<file path="src/rtl/fir_tap_scheduler.sv">
// rtl/fir_tap_scheduler.sv - time-multiplexed FIR controller with shared MAC, delay line and coefficient bank
module fir_tap_scheduler #(
  parameter int N     = 4,
  parameter int AW    = 2,
  parameter int ACC_W = 16
) (
  input  logic                    clk,
  input  logic                    reset_n,
  input  logic                    in_valid,
  output logic                    in_ready,
  input  logic signed [7:0]       x_in,
  output logic                    out_valid,
  input  logic                    out_ready,
  output logic signed [ACC_W-1:0] y_out,
  input  logic                    coef_we,
  input  logic [AW-1:0]           coef_addr,
  input  logic signed [7:0]       coef_data,
  output logic                    busy,
  output logic                    coef_err
);

  // Tap counter only needs to span 0..N-1.
  localparam int TW = (N > 2) ? $clog2(N) : 1;

  localparam logic [1:0] S_IDLE = 2'd0;
  localparam logic [1:0] S_MAC  = 2'd1;
  localparam logic [1:0] S_OUT  = 2'd2;

  logic [1:0]              state_q, state_d;
  logic [TW-1:0]           tap_q, tap_d;
  logic signed [ACC_W-1:0] acc_q, acc_d;
  logic signed [ACC_W-1:0] y_q, y_d;
  logic                    out_valid_q, out_valid_d;
  logic                    coef_err_q, coef_err_d;

  logic signed [7:0]       x_q [N];
  logic signed [7:0]       h_q [N];

  logic                    accept;
  logic                    last_tap;
  logic                    coef_ok;
  logic [TW-1:0]           waddr;
  logic signed [15:0]      prod;
  logic signed [ACC_W-1:0] prod_ext;
  logic signed [ACC_W-1:0] mac_sum;

  assign accept   = (state_q == S_IDLE) && in_valid;
  assign last_tap = (tap_q == TW'(N - 1));
  // Writes land only while idle and only to taps that exist.
  assign coef_ok  = (state_q == S_IDLE) && (32'(coef_addr) < 32'(N));
  assign waddr    = TW'(coef_addr);

  // Single shared multiplier; the signed width cast sign-extends or truncates to the accumulator.
  assign prod     = x_q[tap_q] * h_q[tap_q];
  assign prod_ext = ACC_W'(prod);
  assign mac_sum  = acc_q + prod_ext;

  assign in_ready  = (state_q == S_IDLE);
  assign busy      = (state_q != S_IDLE);
  assign out_valid = out_valid_q;
  assign y_out     = y_q;
  assign coef_err  = coef_err_q;

  // Next-state logic for the IDLE -> MAC -> OUT sequence and the datapath registers.
  always_comb begin
    state_d     = state_q;
    tap_d       = tap_q;
    acc_d       = acc_q;
    y_d         = y_q;
    out_valid_d = out_valid_q;
    coef_err_d  = coef_we && !coef_ok;
    case (state_q)
      S_IDLE: begin
        if (accept) begin
          acc_d   = '0;
          tap_d   = '0;
          state_d = S_MAC;
        end
      end
      S_MAC: begin
        acc_d = mac_sum;
        tap_d = tap_q + 1'b1;
        if (last_tap) begin
          tap_d       = '0;
          y_d         = mac_sum;
          out_valid_d = 1'b1;
          state_d     = S_OUT;
        end
      end
      S_OUT: begin
        if (out_ready) begin
          out_valid_d = 1'b0;
          state_d     = S_IDLE;
        end
      end
      default: begin
        state_d     = S_IDLE;
        out_valid_d = 1'b0;
      end
    endcase
  end

  // Control and accumulator registers; reset abandons any in-flight sample.
  always_ff @(posedge clk or negedge reset_n) begin
    if (!reset_n) begin
      state_q     <= S_IDLE;
      tap_q       <= '0;
      acc_q       <= '0;
      y_q         <= '0;
      out_valid_q <= 1'b0;
      coef_err_q  <= 1'b0;
    end else begin
      state_q     <= state_d;
      tap_q       <= tap_d;
      acc_q       <= acc_d;
      y_q         <= y_d;
      out_valid_q <= out_valid_d;
      coef_err_q  <= coef_err_d;
    end
  end

  // Delay line shifts on accept; coefficient bank takes idle writes (visible to a same-edge sample's MAC).
  always_ff @(posedge clk or negedge reset_n) begin
    if (!reset_n) begin
      for (int i = 0; i < N; i++) begin
        x_q[i] <= '0;
        h_q[i] <= 8'(i + 1);
      end
    end else begin
      if (accept) begin
        x_q[0] <= x_in;
        for (int i = 1; i < N; i++) begin
          x_q[i] <= x_q[i-1];
        end
      end
      if (coef_we && coef_ok) begin
        h_q[waddr] <= coef_data;
      end
    end
  end

endmodule

</file>
<file path="config.mk">
export PLATFORM = sky130hd
export DESIGN_NAME = fir_tap_scheduler
export DESIGN_NICKNAME = d
export VERILOG_FILES = /design/src/rtl/fir_tap_scheduler.sv
export SDC_FILE = /design/constraint.sdc
export NUM_CORES = 1
export LEC_CHECK = 0
export CAP_MARGIN = 30
export CORE_MARGIN = 2
export CORE_UTILIZATION = 45
export DETAILED_ROUTE_END_ITERATION = 16
export GPL_TIMING_DRIVEN = 0
export HOLD_SLACK_MARGIN = 0.06
export SKIP_LAST_GASP = 1
export SLEW_MARGIN = 10
export SYNTH_ARGS = -nofsm -noshare
export SYNTH_HDL_FRONTEND = slang
export SYNTH_SLANG_ARGS = --single-unit
</file>
<file path="constraint.sdc">
create_clock -name clk -period 6.4 [get_ports clk]
set_clock_uncertainty 0.2 [all_clocks]
set_input_delay 1.6 -clock clk [delete_from_list [all_inputs] [get_ports clk]]
set_output_delay 1.6 -clock clk [all_outputs]
set_load 0.01 [all_outputs]
</file>
Yosys cells after proc, flatten, opt, wreduce, memory -nomap -nowiden
Index checks and enable logic that the tools add are counted.
{"block": "word_totals", "register_bits": 102, "in_bits": 23, "output_inout_bits": 20}
{"block": "classes", "n_addsub": 2, "mul": 1, "n_lt_le_gt_ge": 3, "eq_ne": 6, "n_mux": 21, "bitwise": 3, "reduce_logical": 12}
{"op": "2-to-1 mux 8 bit", "count": 5}
{"op": "binary-select mux 8 bit (select 2 bit)", "count": 2}
{"op": "bitwise mux 32 bit", "count": 1}
{"op": "case mux 16 bit (2 select lines)", "count": 1}
{"op": "adder 16 bit", "count": 1}
{"op": "demux 8 bit (select 2 bit)", "count": 1}
{"op": "multiplier 8 x 8 -> 16 bit", "count": 1}
{"op": "2-to-1 mux 16 bit", "count": 1}
{"op": "2-to-1 mux 2 bit", "count": 5}
{"op": ">= comparator 3 bit, second input constant", "count": 2}
{"op": "!= test 2 bit, second input constant", "count": 3}
{"op": "NOT 2 -> 3 bit", "count": 2}
{"op": "case mux 2 bit (3 select lines)", "count": 1}
{"op": "AND reduction 3 bit", "count": 2}
{"op": "== test 2 bit, second input constant", "count": 2}
{"op": "logical AND 1 bit", "count": 4}
{"op": "case mux 2 bit (2 select lines)", "count": 1}
{"op": "AND reduction 2 bit", "count": 2}
{"op": "nonzero test 2 bit", "count": 2}
{"op": "< comparator 3 x 1 -> 1 bit, second input constant", "count": 1}
{"op": "case mux 1 bit (3 select lines)", "count": 1}
{"op": "adder 2 x 1 -> 2 bit, second input constant", "count": 1}
{"op": "== test 2 x 1 -> 1 bit, second input constant", "count": 1}
{"op": "logical NOT 2 bit", "count": 1}
{"op": "3 further kinds", "count": 4}

Logic depth before layout (Yosys ltp)
Gate-level depths: netlist of run 1.
{"block": "logic_depth", "word_depth": 7, "depth_mapped": 21, "mapped_depth_nobuf": 19}

Worst setup path before layout of run 1
No wires, ideal clock.
{"block": "synth_path", "path_kind": "flip-flop to flip-flop", "from": "reg tap_q[0]", "to": "reg acc_q[15]", "setup_time_ps": 136, "arrival_time_ps": 5074, "path_slack_ps": 990, "stages_incl_launch_ff": 17, "path_buffers": 1, "synth_period_minus_slack_ps": 5410, "cell_sequence": "dfrtp_1 -> buf_6 -> mux4_2 -> or2_2 -> fa_1 -> fa_1 -> inv_1 -> fa_1 -> fa_1 -> fa_1 -> ha_1 -> o21ai_1 -> o21ai_1 -> o21ai_1 -> o31ai_2 -> xnor2_1 -> o21ai_0"}
{"block": "synth_via", "elab_chain_cells": 7, "word_cells_on_any_way": 10, "cone_classes": "add/sub: 1; mul: 1; mux: 7; bitwise: 1"}
{"element": "from (decl)", "line_no": "30", "source": "logic [TW-1:0] tap_q, tap_d;"}
{"element": "from (signal assigned)", "line_no": "114", "source": "tap_q <= tap_d;"}
{"element": "NOT 2 -> 3 bit (implied by the code) (*)", "line_no": "54", "source": "assign prod = x_q[tap_q] * h_q[tap_q];"}
{"element": "binary-select mux 8 bit (select 2 bit)", "line_no": "54"}
{"element": "2-to-1 mux 8 bit (implied by the code) (2 in a row)", "line_no": "54"}
{"element": "multiplier 8 x 8 -> 16 bit (*)", "line_no": "54"}
{"element": "adder 16 bit (*)", "line_no": "56", "source": "assign mac_sum = acc_q + prod_ext;"}
{"element": "case mux 16 bit (2 select lines) (*)", "line_no": "72", "source": "case (state_q)"}
{"element": "to (signal assigned)", "line_no": "108", "source": "acc_q <= '0;"}
{"element": "to (signal assigned)", "line_no": "115", "source": "acc_q <= acc_d;"}
{"element": "to (decl)", "line_no": "31", "source": "logic signed [ACC_W-1:0] acc_q, acc_d;"}
Mark *: on every way between the ends. The rest lies on a longest branch, timed or not. The select of a mux whose other input is x is not followed.
A chain may end at the register's enable or synchronous reset.

Final worst setup path of run 1
Same ends and word-level chain as after synthesis.

==> flow_metrics.py, run 1 <==
metrics = {
    "logic_synthesis": {
        "syn_area_sq_um": 7160,
        "yosysSeqAreaShare_pct": 35.7,
        "synth_cell_types": 44,
        "syn_nets": 792,
        "yosys_register_bits": 102,
        "synthCells": 660,
        "avgSynthCellArea_sq_um": 10.9,
        "ys_warn_count": 0,
    },
    "placed_design": {
        "place_congestion": 0.822,
        "place.port_buffers": 42,
        "dp_hpwl_um": 11800,
        "dpl-instance-area_sq_um": 7880,
    },
    "drt": {
        "drtAntennaViolNets": 0,
        "firstDrtPassIters": 4,
        "drt-vias-per-instance": 5.07,
        "post_drt_wl_per_cell_um": 16.4,
        "drc": 0,
        "vias": 4742,
        "routed_wl_um": 15300,
        "drt_iter0_drc": 202,
    },
    "global_route": {
        "grt_pass1_vias": 4997,
        "track_usage_pct": 20.1,
        "grt_start_max_net_pins": 70,
        "antenna_found_initial": 0,
        "gr-total-overflow": 0,
        "grt_pass1_wl_um": 26000,
    },
    "clocking": {
        "clock-sinks": 102,
        "max-clock-path-buffers": 2,
        "cts_tree": "built",
        "ctsHoldBuffers": 0,
        "ctsResizeCount": 0,
        "post_cts_buffers": 0,
        "cts_buffers": 9,
        "clk_pin_slew_ns": 0.08,
        "h-tree-depth": 3,
        "insertion_delay_ns": 0.36,
        "cts-root-buf": "clkbuf_16",
    },
    "cells_and_area": {
        "final-seq-area_sq_um": 2560,
        "fin_area_sq_um": 8150,
        "drive_above_1_share_pct": 13.2,
        "synthToLayoutAreaGrowth_pct": 13.8,
        "layout.nets": 846,
        "n_antenna_cell": 0,
        "multiInputGateArea_sq_um": 4230,
        "fill_cells": 1414,
        "final_common_cell": "nand2_1",
        "final_cell_mix": "nand2_1, dfrtp_1, inv_1",
        "postLayoutCoreUtil_pct": 51.9,
    },
    "sta": {
        "grt_setup_unrepaired": "no",
        "setup_viol": 0,
        "max_slew_margin_pct": 59.7,
        "fmax_mhz": 164,
        "min_period_ns": 6.09,
        "fin_hold_ws_ns": 0.276,
        "hold_viol_final": 0,
        "tightest_slew_ns": 0.605,
        "slew_viol_final": 0,
        "fin_crit_sh_pct": 95.1,
    },
    "run": {
        "cap_violations": 0,
    },
    "floorplan": {
        "io_pins": 43,
        "fp.coreArea_sq_um": 15700,
        "initial_core_util_pct": 45.6,
        "die_y_um": 130,
        "rows": 46,
        "die_area_sq_um": 16900,
        "chipWidth_um": 130,
    },
    "worst_setup_path": {
        "crit_path_max_fanout": 10,
        "critical_path_class": "flip-flop to flip-flop",
        "required_ns": 6.41,
        "cp-start-kind": "flip-flop",
        "endpoint_kind": "flip-flop",
        "crit_start": "tap_q[0]",
        "r2r-start": "tap_q[0]",
        "arrival_ns": 6.10,
    },
    "hold_path": {
        "hold_class": "flip-flop to flip-flop",
        "hold_start": "x_q[5]",
    },
    "outcome": {
        "run_status": "finished, final reports clean",
    },
}
-- flip-flops by register name (all words and copies together) (netlist names) --
name / count
h_q: 32
x_q: 32
acc_q: 16
y_out: 16
state_q: 2
tap_q: 2
coef_err: 1
out_valid: 1
-- per-layer routing --
metal | vias up | global-route usage (%) | part of all wire (%)
li1 | 2239 | - | -
met5 | - | 0 | 0
met1 | 2407 | 28.0 | 47
met4 | 0 | 4.24 | 1.0
met2 | 84 | 33.0 | 48
met3 | 12 | 4.10 | 4.1
-- synthesized netlist by cell type (all sizes together) --
master  number  area share, %
nor2        11           0.68
ha          38            6.6
xnor2       13            1.6
dfstp        5            1.8
o21a         1           0.10
nand2      146            7.8
xor2         6           0.73
inv         74            3.9
nor3         2           0.30
nand3b       1           0.10
o21ai       36            2.6
and2        38            3.3
nand3       14           0.98
a211o        3           0.37
mux2        38            6.0
mux2i        1           0.14
mux4        15            4.7
nand4        3           0.26
nand2b       2           0.17
a21o         1           0.10
o311ai       1           0.23
dfrtp       97             34
buf         12            1.0
a21oi        9           0.68
clkbuf       7           0.37
nor2b        3           0.26
a21boi       1           0.10
or2          1          0.087
a211oi       1           0.10
nor3b        2           0.37
o31ai        6           0.70
o21bai       1           0.10
fa          71             20
-- final cells by class --
class	count	area share (%)
Sequential cell	102	31.4
Clock buffer	10	2.81
Clock inverter	6	0.537
Timing Repair Buffer	43	5.47
Buffer	19	1.23
Multi-Input combinational cell	465	51.8
Inverter	74	3.41
Tap cell	216	3.32
-- critical path, stage by stage (launching register included) --
cell     delay [ns]
dfrtp_1        0.38
buf_6          0.20
buf_6          0.21
mux2_2         0.36
o21ai_2        0.40
or2_2          0.22
fa_1           0.41
fa_1           0.56
inv_1          0.06
fa_1           0.50
fa_1           0.52
fa_1           0.49
ha_1           0.34
o21ai_1        0.09
o21ai_1        0.19
o21ai_1        0.19
o31ai_2        0.31
xnor2_1        0.19
o21ai_0        0.12
-- path summary, 6_finish.rpt --
path,end,slack (ns),cells after the start
hold reg to reg,x_q[5],0.28,2
setup / recovery,acc_q[15],0.31,18
max in group asynchronous,h_q[2],4.25,2
setup reg to reg,acc_q[15],0.31,18
min in group asynchronous,y_out[4],1.01,1
hold / removal,x_q[5],0.28,2
-- through the flow --
step           setup slack, ns  cells  setup TNS [ns]
4_1_cts                  0.307    935               0
3_3_place_gp            -0.208    918          -18.81
3_5_place_dp             0.346    919               0
6_report                 0.312    935               0
5_1_grt                 0.0797    935               0
2_1_floorplan            0.990    660               0
-- cell families (layout without fill, tap and decap cells) --
kind of cell / count (synthesis) / after routing / share of synthesized area, %
AOI/OAI and AO/OA: 60 / 60 / 5.07
xor gates and xnor gates: 19 / 19 / 2.32
adders and majority gates: 109 / 109 / 26.5
buffers and inverters: 93 / 152 / 5.28
DFF: 102 / 102 / 35.7
muxes: 54 / 54 / 10.8
and+or+nand+nor: 223 / 223 / 14.3
Power of run 1 is left out: the tool's default activity adds up to more than one toggle a clock period on the data nets, which glitch-free logic cannot reach.
==> inputs of run 2 (changes only) <==
==> constraint.sdc (replaced) <==
create_clock -name clk -period 7 [get_ports clk]
set_clock_uncertainty 0.2 [all_clocks]
set_input_delay 1.75 -clock clk [delete_from_list [all_inputs] [get_ports clk]]
set_output_delay 1.75 -clock clk [all_outputs]
set_load 0.01 [all_outputs]
==> results of run 2 <==
Same layout as run 1 (identical final DEF). Status: finished, final reports clean.
Main changes from that run: setup slack after placement 0.346 ns -> 0.946 ns; setup slack after layout 0.312 ns -> 0.912 ns; register-to-register setup slack 0.31 ns -> 0.91 ns
Power of run 2 is left out for the same reason.
==> inputs of run 3 (changes only) <==
--- a/config.mk
+++ b/config.mk
@@ -8,6 +8,7 @@
 export CAP_MARGIN = 30
 export CORE_MARGIN = 2
 export CORE_UTILIZATION = 45
+export CTS_CLUSTER_SIZE = 8
 export DETAILED_ROUTE_END_ITERATION = 16
 export GPL_TIMING_DRIVEN = 0
 export HOLD_SLACK_MARGIN = 0.06
==> results of run 3 <==
Same layout as run 1 (identical final DEF). Status: finished, final reports clean.
Main changes from that run: setup slack after placement 0.346 ns -> 0.946 ns; setup slack after layout 0.312 ns -> 0.912 ns; register-to-register setup slack 0.31 ns -> 0.91 ns
Power of run 3 is left out for the same reason.
